==> src/rtl/ahb_regslave.sv <==
// AHB-Lite register slave: six config registers (REG0-REG5), a live status
// word (REG6) and a doorbell interrupt bit (REG7). Unaligned, oversized or
// out-of-window accesses get a two-cycle ERROR response.
// Optional feature macro: AHBSLV_WAIT_EN. When it is defined, every OKAY
// transfer is stretched by WAIT_CYCLES wait states. Otherwise OKAY transfers
// complete with zero wait states and WAIT_CYCLES has no effect.
module ahb_regslave #(
   parameter int unsigned WAIT_CYCLES = 1
) (
   input  logic           clk,
   input  logic           rstn,
   input  logic           HSEL,
   input  logic [31:0]    HADDR,
   input  logic [1:0]     HTRANS,
   input  logic           HWRITE,
   input  logic [2:0]     HSIZE,
   input  logic [31:0]    HWDATA,
   input  logic           HREADY,
   output logic           HREADYOUT,
   output logic [31:0]    HRDATA,
   output logic           HRESP,
   input  logic [31:0]    stat_i,
   output logic [191:0]   cfg_o,
   output logic           irq_o
);

`ifdef AHBSLV_WAIT_EN
   typedef enum logic [1:0] {IDLE = 2'd0, WAIT = 2'd1, ERR1 = 2'd2, ERR2 = 2'd3} state_t;
   logic [1:0] cnt_q, cnt_d;
`else
   typedef enum logic [1:0] {IDLE = 2'd0, ERR1 = 2'd2, ERR2 = 2'd3} state_t;
`endif

   state_t           state_q, state_d;
   logic             pend_q, pend_d;
   logic             wr_q, wr_d;
   logic [2:0]       idx_q, idx_d;
   logic [1:0]       size_q, size_d;
   logic [1:0]       lane_q, lane_d;
   logic [5:0][31:0] cfg_q, cfg_d;
   logic             irq_q, irq_d;
   logic             hreadyout_q, hreadyout_d;
   logic             hresp_q, hresp_d;

   logic             accept;
   logic             addr_err;
   logic             complete;
   logic [3:0]       be;
   logic [31:0]      rdata;

   // Address-phase decode and the byte-lane mask of the pending transfer.
   always_comb begin
      accept   = HSEL & HTRANS[1] & HREADY;
      addr_err = (|HADDR[11:5]) | (HSIZE > 3'd2) |
                 ((HSIZE == 3'd1) & HADDR[0]) |
                 ((HSIZE == 3'd2) & (|HADDR[1:0]));
      complete = (state_q == IDLE) & pend_q;
      case (size_q)
         2'd0:    be = 4'b0001 << lane_q;
         2'd1:    be = lane_q[1] ? 4'b1100 : 4'b0011;
         default: be = 4'b1111;
      endcase
   end

   // Next-state, capture of the address phase, register writes.
   always_comb begin
      state_d = state_q;
      pend_d  = pend_q & ~complete;
      wr_d    = wr_q;
      idx_d   = idx_q;
      size_d  = size_q;
      lane_d  = lane_q;
      cfg_d   = cfg_q;
      irq_d   = irq_q;
`ifdef AHBSLV_WAIT_EN
      cnt_d   = cnt_q;
`endif
      case (state_q)
         IDLE, ERR2: begin
            state_d = IDLE;
            if (accept) begin
               wr_d   = HWRITE;
               idx_d  = HADDR[4:2];
               size_d = HSIZE[1:0];
               lane_d = HADDR[1:0];
               if (addr_err) begin
                  state_d = ERR1;
               end else begin
                  pend_d = 1'b1;
`ifdef AHBSLV_WAIT_EN
                  if (WAIT_CYCLES != 0) begin
                     state_d = WAIT;
                     cnt_d   = 2'(WAIT_CYCLES - 1);
                  end
`endif
               end
            end
         end
`ifdef AHBSLV_WAIT_EN
         WAIT: begin
            if (cnt_q == 2'd0) state_d = IDLE;
            else               cnt_d   = cnt_q - 2'd1;
         end
`endif
         ERR1:    state_d = ERR2;
         default: state_d = IDLE;
      endcase

      // REG6 is read-only status, so writes to it are silently dropped.
      if (complete && wr_q) begin
         if (idx_q == 3'd7) begin
            if (be[0]) irq_d = HWDATA[0];
         end else begin
            for (int r = 0; r < 6; r++) begin
               if (idx_q == 3'(r)) begin
                  for (int l = 0; l < 4; l++) begin
                     if (be[l]) cfg_d[r][8*l +: 8] = HWDATA[8*l +: 8];
                  end
               end
            end
         end
      end

      hreadyout_d = (state_d == IDLE) || (state_d == ERR2);
      hresp_d     = (state_d == ERR1) || (state_d == ERR2);
   end

   // Read data is only driven during the completing cycle of an OKAY read.
   always_comb begin
      rdata = '0;
      if (complete && !wr_q) begin
         if (idx_q == 3'd6)      rdata = stat_i;
         else if (idx_q == 3'd7) rdata = {31'b0, irq_q};
         else begin
            for (int r = 0; r < 6; r++) begin
               if (idx_q == 3'(r)) rdata = cfg_q[r];
            end
         end
      end
   end

   // State, transfer context, registers and bus response flops.
   always_ff @(posedge clk or negedge rstn) begin
      if (!rstn) begin
         state_q     <= IDLE;
         pend_q      <= 1'b0;
         wr_q        <= 1'b0;
         idx_q       <= '0;
         size_q      <= '0;
         lane_q      <= '0;
         cfg_q       <= '0;
         irq_q       <= 1'b0;
         hreadyout_q <= 1'b1;
         hresp_q     <= 1'b0;
`ifdef AHBSLV_WAIT_EN
         cnt_q       <= '0;
`endif
      end else begin
         state_q     <= state_d;
         pend_q      <= pend_d;
         wr_q        <= wr_d;
         idx_q       <= idx_d;
         size_q      <= size_d;
         lane_q      <= lane_d;
         cfg_q       <= cfg_d;
         irq_q       <= irq_d;
         hreadyout_q <= hreadyout_d;
         hresp_q     <= hresp_d;
`ifdef AHBSLV_WAIT_EN
         cnt_q       <= cnt_d;
`endif
      end
   end

   assign HREADYOUT = hreadyout_q;
   assign HRESP     = hresp_q;
   assign HRDATA    = rdata;
   assign cfg_o     = cfg_q;
   assign irq_o     = irq_q;

endmodule
==> config.mk <==
export PLATFORM = sky130hd
export DESIGN_NAME = ahb_regslave
export DESIGN_NICKNAME = d
export VERILOG_FILES = /design/src/rtl/ahb_regslave.sv
export SDC_FILE = /design/constraint.sdc
export NUM_CORES = 1
export LEC_CHECK = 0
export CAP_MARGIN = 20
export CORE_MARGIN = 4
export CORE_UTILIZATION = 42
export CTS_CLUSTER_SIZE = 40
export DETAILED_ROUTE_END_ITERATION = 10
export PLACE_DENSITY = 0.73
export SYNTH_ARGS = -nofsm -noshare
export SYNTH_HDL_FRONTEND = slang
export SYNTH_SLANG_ARGS = --single-unit
==> constraint.sdc <==
create_clock -name clk -period 2.2 [get_ports clk]
set_input_delay 0.33 -clock clk [delete_from_list [all_inputs] [get_ports clk]]
set_output_delay 0.33 -clock clk [all_outputs]
set_load 0.01 [all_outputs]
Word level (Yosys, flattened, before mapping)
Index checks and enable logic that the tools add are counted.
{"block": "classes", "eq_ne": 14, "shift": 1, "bitwise": 11, "add_sub_neg": 0, "magnitude_cmp": 1, "mux": 17, "n_reduce_logical": 38, "mul": 0, "div_mod_pow": 0}
{"operator": "$mux 32", "n": 9}
{"operator": "$reduce_and 4->1", "n": 24}
{"operator": "$eq 3x3->1 const B", "n": 4}
{"operator": "$eq 3x2->1 const B", "n": 3}
{"operator": "$eq 2x2->1 const B", "n": 4}
{"operator": "$pmux 4 s2", "n": 1}
{"operator": "$reduce_or 7->1", "n": 1}
{"operator": "$and 1x1->1", "n": 6}
{"operator": "$eq 3x1->1 const B", "n": 2}
{"operator": "$logic_not 2->1", "n": 3}
{"operator": "$mux 2", "n": 2}
{"operator": "$mux 4", "n": 1}
{"operator": "$pmux 2 s2", "n": 1}
{"operator": "$reduce_or 2->1", "n": 2}
{"operator": "$shl 1x2->4 const A", "n": 1}
{"operator": "$gt 3x2->1 const B", "n": 1}
{"operator": "$logic_not 3->1", "n": 1}
{"operator": "$mux 1", "n": 3}
{"operator": "$or 1x1->1", "n": 3}
{"operator": "$reduce_and 3->1", "n": 1}
{"operator": "$eq 2x1->1 const B", "n": 1}
{"operator": "$logic_and 1x1->1", "n": 2}
{"operator": "$logic_or 1x1->1", "n": 2}
{"operator": "$not 1->1", "n": 2}
{"operator": "other kinds (2)", "n": 2}
{"block": "word_totals", "input_bits": 106, "n_memories": 0, "latch_bits": 0, "output_inout_bits": 227, "wordCells": 115, "register_bits": 206, "rom_bits": 0, "ramBits": 0}

Longest topological paths before layout
Gate-level depths: netlist of run 1.
{"block": "logic_depth", "depth_word": 10, "ltp_mapped": 8, "depth_no_buf": 8}

Worst setup path before layout of run 1
No wires, ideal clock.
{"block": "synth_path", "path_type": "register to output", "start": "register state_q[0]", "end": "output HRDATA[17]", "n_path_buf": 1, "slack_ns": -0.036, "required_time_ns": 1.870, "arrival_time_ns": 1.906, "path_stages_with_launch": 8, "cell_sequence": "dfrtp_1 > inv_1 > ha_1 > nand3b_1 > a21oi_1 > clkbuf_1 > o2111ai_1 > nand2_1"}
{"block": "synth_between", "elab_chain_len": 4}
{"item": "start: declaration", "line_no": "34", "source": "state_t state_q, state_d;"}
{"item": "start signal: assignment", "line_no": "159", "source": "state_q <= state_d;"}
{"item": "$logic_not 2->1", "line_no": "57", "source": "complete = (state_q == IDLE) & pend_q;"}
{"item": "$and 1x1->1", "line_no": "57"}
{"item": "$logic_and 1x1->1", "line_no": "131", "source": "if (complete && !wr_q) begin"}
{"item": "$mux 32", "line_no": "131"}
{"item": "end: declaration", "line_no": "20", "source": "output logic [31:0] HRDATA,"}
No other way between the ends.

Final worst setup path of run 1
{"block": "layout_path", "start": "register idx_q[2]", "end": "output HRDATA[1]"}
{"block": "layout_between", "elab_chain_len": 10, "word_cells_on_any_way": 17, "cone_classes": "7 x eq/ne; 9 x mux; 1 x reduce/logical"}
{"item": "start: declaration", "line_no": "37", "source": "logic [2:0] idx_q, idx_d;"}
{"item": "start signal: assignment", "line_no": "162", "source": "idx_q <= idx_d;"}
{"item": "$logic_not 3->1", "line_no": "136", "source": "if (idx_q == 3'(r)) rdata = cfg_q[r];"}
{"item": "$mux 32 (6 in a row)", "line_no": "136"}
{"item": "$mux 32", "line_no": "133", "source": "else if (idx_q == 3'd7) rdata = {31'b0, irq_q};"}
{"item": "$mux 32 *", "line_no": "132", "source": "if (idx_q == 3'd6) rdata = stat_i;"}
{"item": "$mux 32 *", "line_no": "131"}
Every way passes the cells marked *; elsewhere a longest branch is shown, timed or not.

==> results by group, run 1 <==
Power and ir drop
  – Total power: 14.1 mW
  – Maximum vdd drop: 580 µV
  – PD cells: 851 nW/µm²
  – Leak pwr: 7.08 nW

Global route
  – Vias in the first global route: 9,134
  – First-pass GRT wire length: 54,100 µm
  – Initial antenna violation count: 1
  – Pin count of the biggest net entering global routing: 52
  – Gr usage total: 0.259
  – Grt ovf: 0

Logic synthesis
  – Post-Syn Nets: 935
  – Synth cell types: 44
  – Area of the mapped netlist: 10,300 µm²
  – Sequential element share of the synthesized area: 0.502
  – Yosys warning count: 0
  – Synth Area per Inst: 12.5 µm²
  – Syn Inst Count: 824
  – Post-synthesis register bit count: 206

Placement
  – PortBufs: 311
  – Final HPWL DP: 22,900 µm
  – Placed Cells: 1,490
  – Placer Congestion: 0.809

Worst setup path
  – Critical Path End Type: output port
  – Critical Path Source Type: flip-flop
  – Crit Path Class: flip-flop to output port
  – Worst endpoint data arrival time: 2.29 ns
  – CP Max Fanout: 7
  – Register-to-Register Setup Slack: -0.20 ns
  – Worst Path Required: 1.87 ns

Timing
  – Post-route minimum period: 2.62 ns
  – Headroom to the max-slew limit: 0.542
  – Clock Skew: 0.0166 ns
  – TNS Setup: -23.90 ns
  – Slew Limit Fails: 0
  – Setup violations, final: 175
  – Setup ws final: -0.419 ns
  – Max Clock Freq: 382 MHz
  – Worst-margin pin slew: 0.681 ns
  – Period utilisation layout: 1.19
  – Final hold vios: 0
  – Worst hold slack: 0.349 ns
  – RSZ-0062 raised after global routing: true

Outcome
  – Failing checks: negative setup slack
  – Status: finished with violations

Detailed routing
  – Vias: 8,729
  – 1st-pass router iterations: 4
  – WL final: 36,300 µm
  – Drc violations: 0
  – Remaining antenna violation count: 0
  – Wire length per cell: 22.9 µm
  – Vias per cell: 5.49
  – Iter 0 DRT Violations: 461

Floorplan
  – IO Count: 333
  – DIE WIDTH: 164 µm
  – Die Height: 164 µm
  – Die Area: 27,000 µm²
  – Num rows: 56
  – CORE AREA: 23,800 µm²
  – Starting Density: 0.432

Clock tree
  – Num Clock Sinks: 206
  – Deepest clock path buffer count: 3
  – Clock Pin Slew Worst Setup and Hold Paths: 0.06 ns
  – CTS Root Cell: clkbuf_16
  – CTS tree: built
  – CTS H-tree lvls: 1
  – Number of buffers created by CTS: 23
  – Clk Latency, worst-skew pair: 0.50 ns

Cells and area
  – Area growth, synth to finish: 61.6%
  – Fin nets: 1,365
  – Final Instance Count excl. Fillers: 1,589
  – Most frequent cells in the layout: clkdlybuf4s50_1 (278), dfrtp_1 (202), mux2_2 (168)
  – Final core occ: 0.699
  – Commonest non-fill, non-tap cell in the layout: clkdlybuf4s50_1
  – Fraction of layout instances using a drive strength above 1: 0.401

Hold path
  – Worst hold path class: input port to asynchronous set/reset pin

Job
  – Max_cap viols: 0
-- synthesized netlist by cell type, drive strengths merged --
master   count  area, µm²
ha           5       62.6
o22a        28        245
a21o         1       7.51
o22ai        2       12.5
nand4b       2       32.5
mux2i       60        601
and2         1       6.26
buf         25        128
nand2b       3       18.8
o21ai       33        165
mux2       224       2520
inv          7       26.3
nor3        11       75.1
dfstp        1       26.3
o211ai       1       7.51
nand2      116        463
and3         2       12.5
nor4         6       97.6
nand3       11       65.1
a22oi        3       22.5
clkbuf      18       67.6
a221o        3       30.0
nand3b       2       15.0
mux4         1       22.5
nor3b        2       37.5
nor2         7       26.3
o2111ai     27        236
a211o        1       8.76
nor2b        4       25.0
clkinv       1       3.75
a22o         1       8.76
dfrtp      205       5130
o21a         2       15.0
nand4        1       6.26
or2          1       6.26
a21oi        6       33.8
-- per-layer routing --
layer / vias up / track usage / share of wire
met3: 70 / 0.0504 / 0.064
met2: 322 / 0.442 / 0.49
met5: - / 0 / 0
li1: 3884 / - / -
met1: 4453 / 0.338 / 0.42
met4: 0 / 0.0756 / 0.029
-- cell families (layout without fill, tap and decap cells) --
family,count (synthesis),after routing,share of synthesized area
mux,285,285,0.306
flops,206,206,0.502
fa+ha+maj,5,5,0.00609
compound gates,108,108,0.0772
other cells,0,1,0
simple gates,169,169,0.0864
buf+inv,51,496,0.0219
-- final cells by class --
class	instances	area [µm²]
flip-flops and latches	206	5170
repair buffers	448	4670
multi-input cells	567	5670
clock buffers	32	619
well taps	319	399
inverters	8	30.0
fillers	1679	7160
clock inverters	8	42.5
diodes	1	2.50
-- flip-flops by register name (all words and copies together), names as in the netlist --
signal and flops:
HREADYOUT 1, irq_o 1, wr_q 1, pend_q 1
size_q 2, HRESP 1, state_q 2, cfg_o 192
idx_q 3, lane_q 2
-- repair_timing --
action,4_1_cts,5_1_grt
setup buffers,39,15
gates resized for setup,265,78
setup endpoints to repair,80,224
endpoints found under the hold margin,46,0
hold buffers,1,0
pin swaps,50,31
cloned,9,1
-- per-stage QoR --
step	cell area (µm²)	worst slack, ns
after floorplan	10300	0.101
after global placement	14500	-0.182
after detailed placement	14500	-0.235
after CTS	16200	-0.405
after global routing	16600	-0.493
final	16600	-0.419
-- final timing paths --
| check | cells past startpoint | start | end |
|---|---|---|---|
| worst max register to register | 9 | idx_q[2]$_DFFE_PN0P_ | cfg_o[81]$_DFFE_PN0P_ |
| min in group clk | 3 | HADDR[3] | idx_q[1]$_DFFE_PN0P_ |
| max in group asynchronous | 3 | rstn | HREADYOUT$_DFF_PN1_ |
| worst min-delay path | 2 | rstn | cfg_o[150]$_DFFE_PN0P_ |
| worst max-delay path | 8 | idx_q[2]$_DFFE_PN0P_ | HRDATA[1] |
| worst min register to register | 2 | lane_q[0]$_DFFE_PN0P_ | lane_q[0]$_DFFE_PN0P_ |
-- report_power, final --
part / switching [mW] / total (mW) / leakage [nW] / internal [mW]
Clock: 1.53 / 3.49 / 0.328 / 1.96
Combinational: 3.23 / 6.32 / 4.21 / 3.09
Sequential: 0.263 / 4.32 / 2.54 / 4.06
Total: 5.02 / 14.1 / 7.08 / 9.11
-- worst max-delay path: stages (launching register included) --
cell and delay, ns:
dfrtp_4 0.50, buf_6 0.14, buf_12 0.14, buf_8 0.14, mux2_2 0.27, o22a_1 0.19, o2111ai_2 0.19, nand2_1 0.09
buf_2 0.14
(Power assumes the default switching activity.)
==> run 2: changes to the inputs <==
CORE_UTILIZATION = 47   (was 42)
PLACE_DENSITY = 0.77   (was 0.73)
clock period = 3 ns   (was 2.2 ns; I/O delays follow)
==> run 2 against run 1 <==
Against the previous run:
- the run still ends with negative setup slack left
- largest cell class is now registers
- register-to-register slack improved by 0.33 ns
- count of clock-buffer cells in the layout increased by 3
- core utilization is 0.77 points higher
- via count fell by 6.3%
- sequential cell count unchanged
- cell count down 8.3%
- clock skew shrank 0.0092 ns
- global-route usage is 0.47 points lower
- sequential share of layout area is 3.2 points higher
- critical endpoint is now HRDATA[11]
- setup slack improved by 0.40 ns
==> results by group, run 2 (same netlist as run 1, synthesis figures left out) <==
Detailed routing
  – Iter 0 DRT Violations: 385
  – Remaining antenna violation count: 0
  – 1st-pass router iterations: 6
  – Vias per cell: 5.61
  – Vias: 8,178
  – Wire length per cell: 22.1 µm
  – Drc violations: 0
  – WL final: 32,100 µm

Clock tree
  – Number of buffers created by CTS: 23
  – CTS Root Cell: clkbuf_16
  – CTS H-tree lvls: 1
  – Clk Latency, worst-skew pair: 0.49 ns
  – Clock Pin Slew Worst Setup and Hold Paths: 0.06 ns
  – Num Clock Sinks: 206
  – Deepest clock path buffer count: 3
  – CTS tree: built

Cells and area
  – Max reg flops: 192
  – Register area: 5170 µm²
  – Fin nets: 1,279
  – Commonest non-fill, non-tap cell in the layout: clkdlybuf4s50_1
  – Fraction of layout instances using a drive strength above 1: 0.299
  – Area growth, synth to finish: 46.4%
  – Final Instance Count excl. Fillers: 1,457
  – Diode count: 0
  – Most frequent cells in the layout: clkdlybuf4s50_1 (279), mux2_2 (224), dfrtp_1 (202)
  – Area of the multi-input gates: 4950 µm²
  – # fillers: 1,546

Timing
  – Setup ws final: -0.0194 ns
  – Post-route minimum period: 3.02 ns
  – Slew Limit Fails: 0
  – RSZ-0062 raised after global routing: true
  – Worst hold slack: 0.431 ns
  – Final hold vios: 0
  – Clock Skew: 0.00735 ns
  – Max Clock Freq: 331 MHz
  – Period utilisation layout: 1.01
  – TNS Setup: -0.0194 ns
  – Headroom to the max-slew limit: 0.511
  – Setup violations, final: 1
  – Worst-margin pin slew: 0.733 ns

Placement
  – DP Worst Slack: 0.321 ns
  – Final HPWL DP: 22,000 µm
  – PortBufs: 311
  – Placer Congestion: 0.816
  – Placed Cells: 1,397

Worst setup path
  – Worst endpoint data arrival time: 2.57 ns
  – CP Max Fanout: 12
  – Worst Path Required: 2.55 ns
  – Crit Path Class: flip-flop to output port
  – Critical Path End Type: output port
  – Critical Path Source Type: flip-flop

Job
  – Max_cap viols: 0

Outcome
  – Status: finished with violations
  – Failing checks: negative setup slack

Floorplan
  – IO Count: 333
  – DIE WIDTH: 156 µm
  – Num rows: 53
  – CORE AREA: 21,300 µm²
  – Die Height: 156 µm
  – Die Area: 24,300 µm²
  – Starting Density: 0.482

Hold path
  – Worst hold path class: input port to asynchronous set/reset pin

Global route
  – Pin count of the biggest net entering global routing: 92
  – Vias in the first global route: 8,358
  – Initial antenna violation count: 0
  – First-pass GRT wire length: 48,700 µm
  – Grt ovf: 0
  – Gr usage total: 0.255

Power and ir drop
  – Total power: 9.33 mW
  – Leak pwr: 6.79 nW
  – PD cells: 621 nW/µm²
  – Maximum vdd drop: 467 µV
## run 2: cell count changes in the layout (fill, tap and decap cells not counted), sizes merged, moves of 2 or more
cell	before	now
dlygate4sd2	0	10
clkinv	8	3
bufinv	0	2
dlymetal6s2s	0	19
buf	166	48
clkbuf	34	38
## run 2: report_power, final
| group | switching (mW) | internal (mW) | leakage [nW] |
|---|---|---|---|
| clock | 1.07 | 1.79 | 0.388 |
| combinational | 1.73 | 1.57 | 3.87 |
| sequential | 0.204 | 2.97 | 2.54 |
## run 2: worst paths after layout
check / endpoint / start / slack, ns / cells past startpoint
max in group asynchronous: cfg_o[137]$_DFFE_PN0P_ / rstn / 1.75 / 3
min in group clk: cfg_o[160]$_DFFE_PN0P_ / cfg_o[160]$_DFFE_PN0P_ / 0.53 / 1
worst min-delay path: cfg_o[187]$_DFFE_PN0P_ / rstn / 0.43 / 2
worst max-delay path: HRDATA[11] / idx_q[2]$_DFFE_PN0P_ / -0.02 / 7
worst max register to register: cfg_o[12]$_DFFE_PN0P_ / idx_q[2]$_DFFE_PN0P_ / 0.13 / 7
worst min register to register: cfg_o[160]$_DFFE_PN0P_ / cfg_o[160]$_DFFE_PN0P_ / 0.53 / 1
## run 2: critical path, stage by stage, from the launching register on
cell and delay [ns]:
dfrtp_4 0.52, buf_4 0.17, buf_16 0.15, mux2_2 0.28, o22a_1 0.18, o2111ai_1 0.20
nand2_1 0.08, clkdlybuf4s50_1 0.49
## run 2: stage by stage
stage	util	area, µm²
floorplan	-	10300
global placement	0.652	13900
detailed placement	0.652	13900
CTS	0.699	14900
finish	0.706	15000
global route	0.706	15000
## run 2: area by class of cell
cell class                 instances  area share
inverter                           8     0.00200
tap                              275      0.0229
multi-input combinational        567       0.329
timing repair buffer             362       0.250
clock buffer                      35      0.0473
sequential                       206       0.344
clock inverter                     4     0.00466
## run 2: timing repair
action / 4_1_cts / 5_1_grt
pin swaps: 0 / 1
endpoints found under the setup margin: 32 / 20
resized for setup: 32 / 29
endpoints found under the hold margin: 36 / 0
hold buffers: 1 / 0
buffers inserted: 6 / 11
cloned: 3 / 0
## run 2: per-layer routing
metal	GRT usage	share of wire	vias up	wire [µm]
li1	-	-	3734	-
met3	0.0480	0.063	39	2010
met2	0.440	0.50	276	16100
met4	0.0638	0.022	0	713
met5	0	0	-	0
met1	0.332	0.41	4129	13300
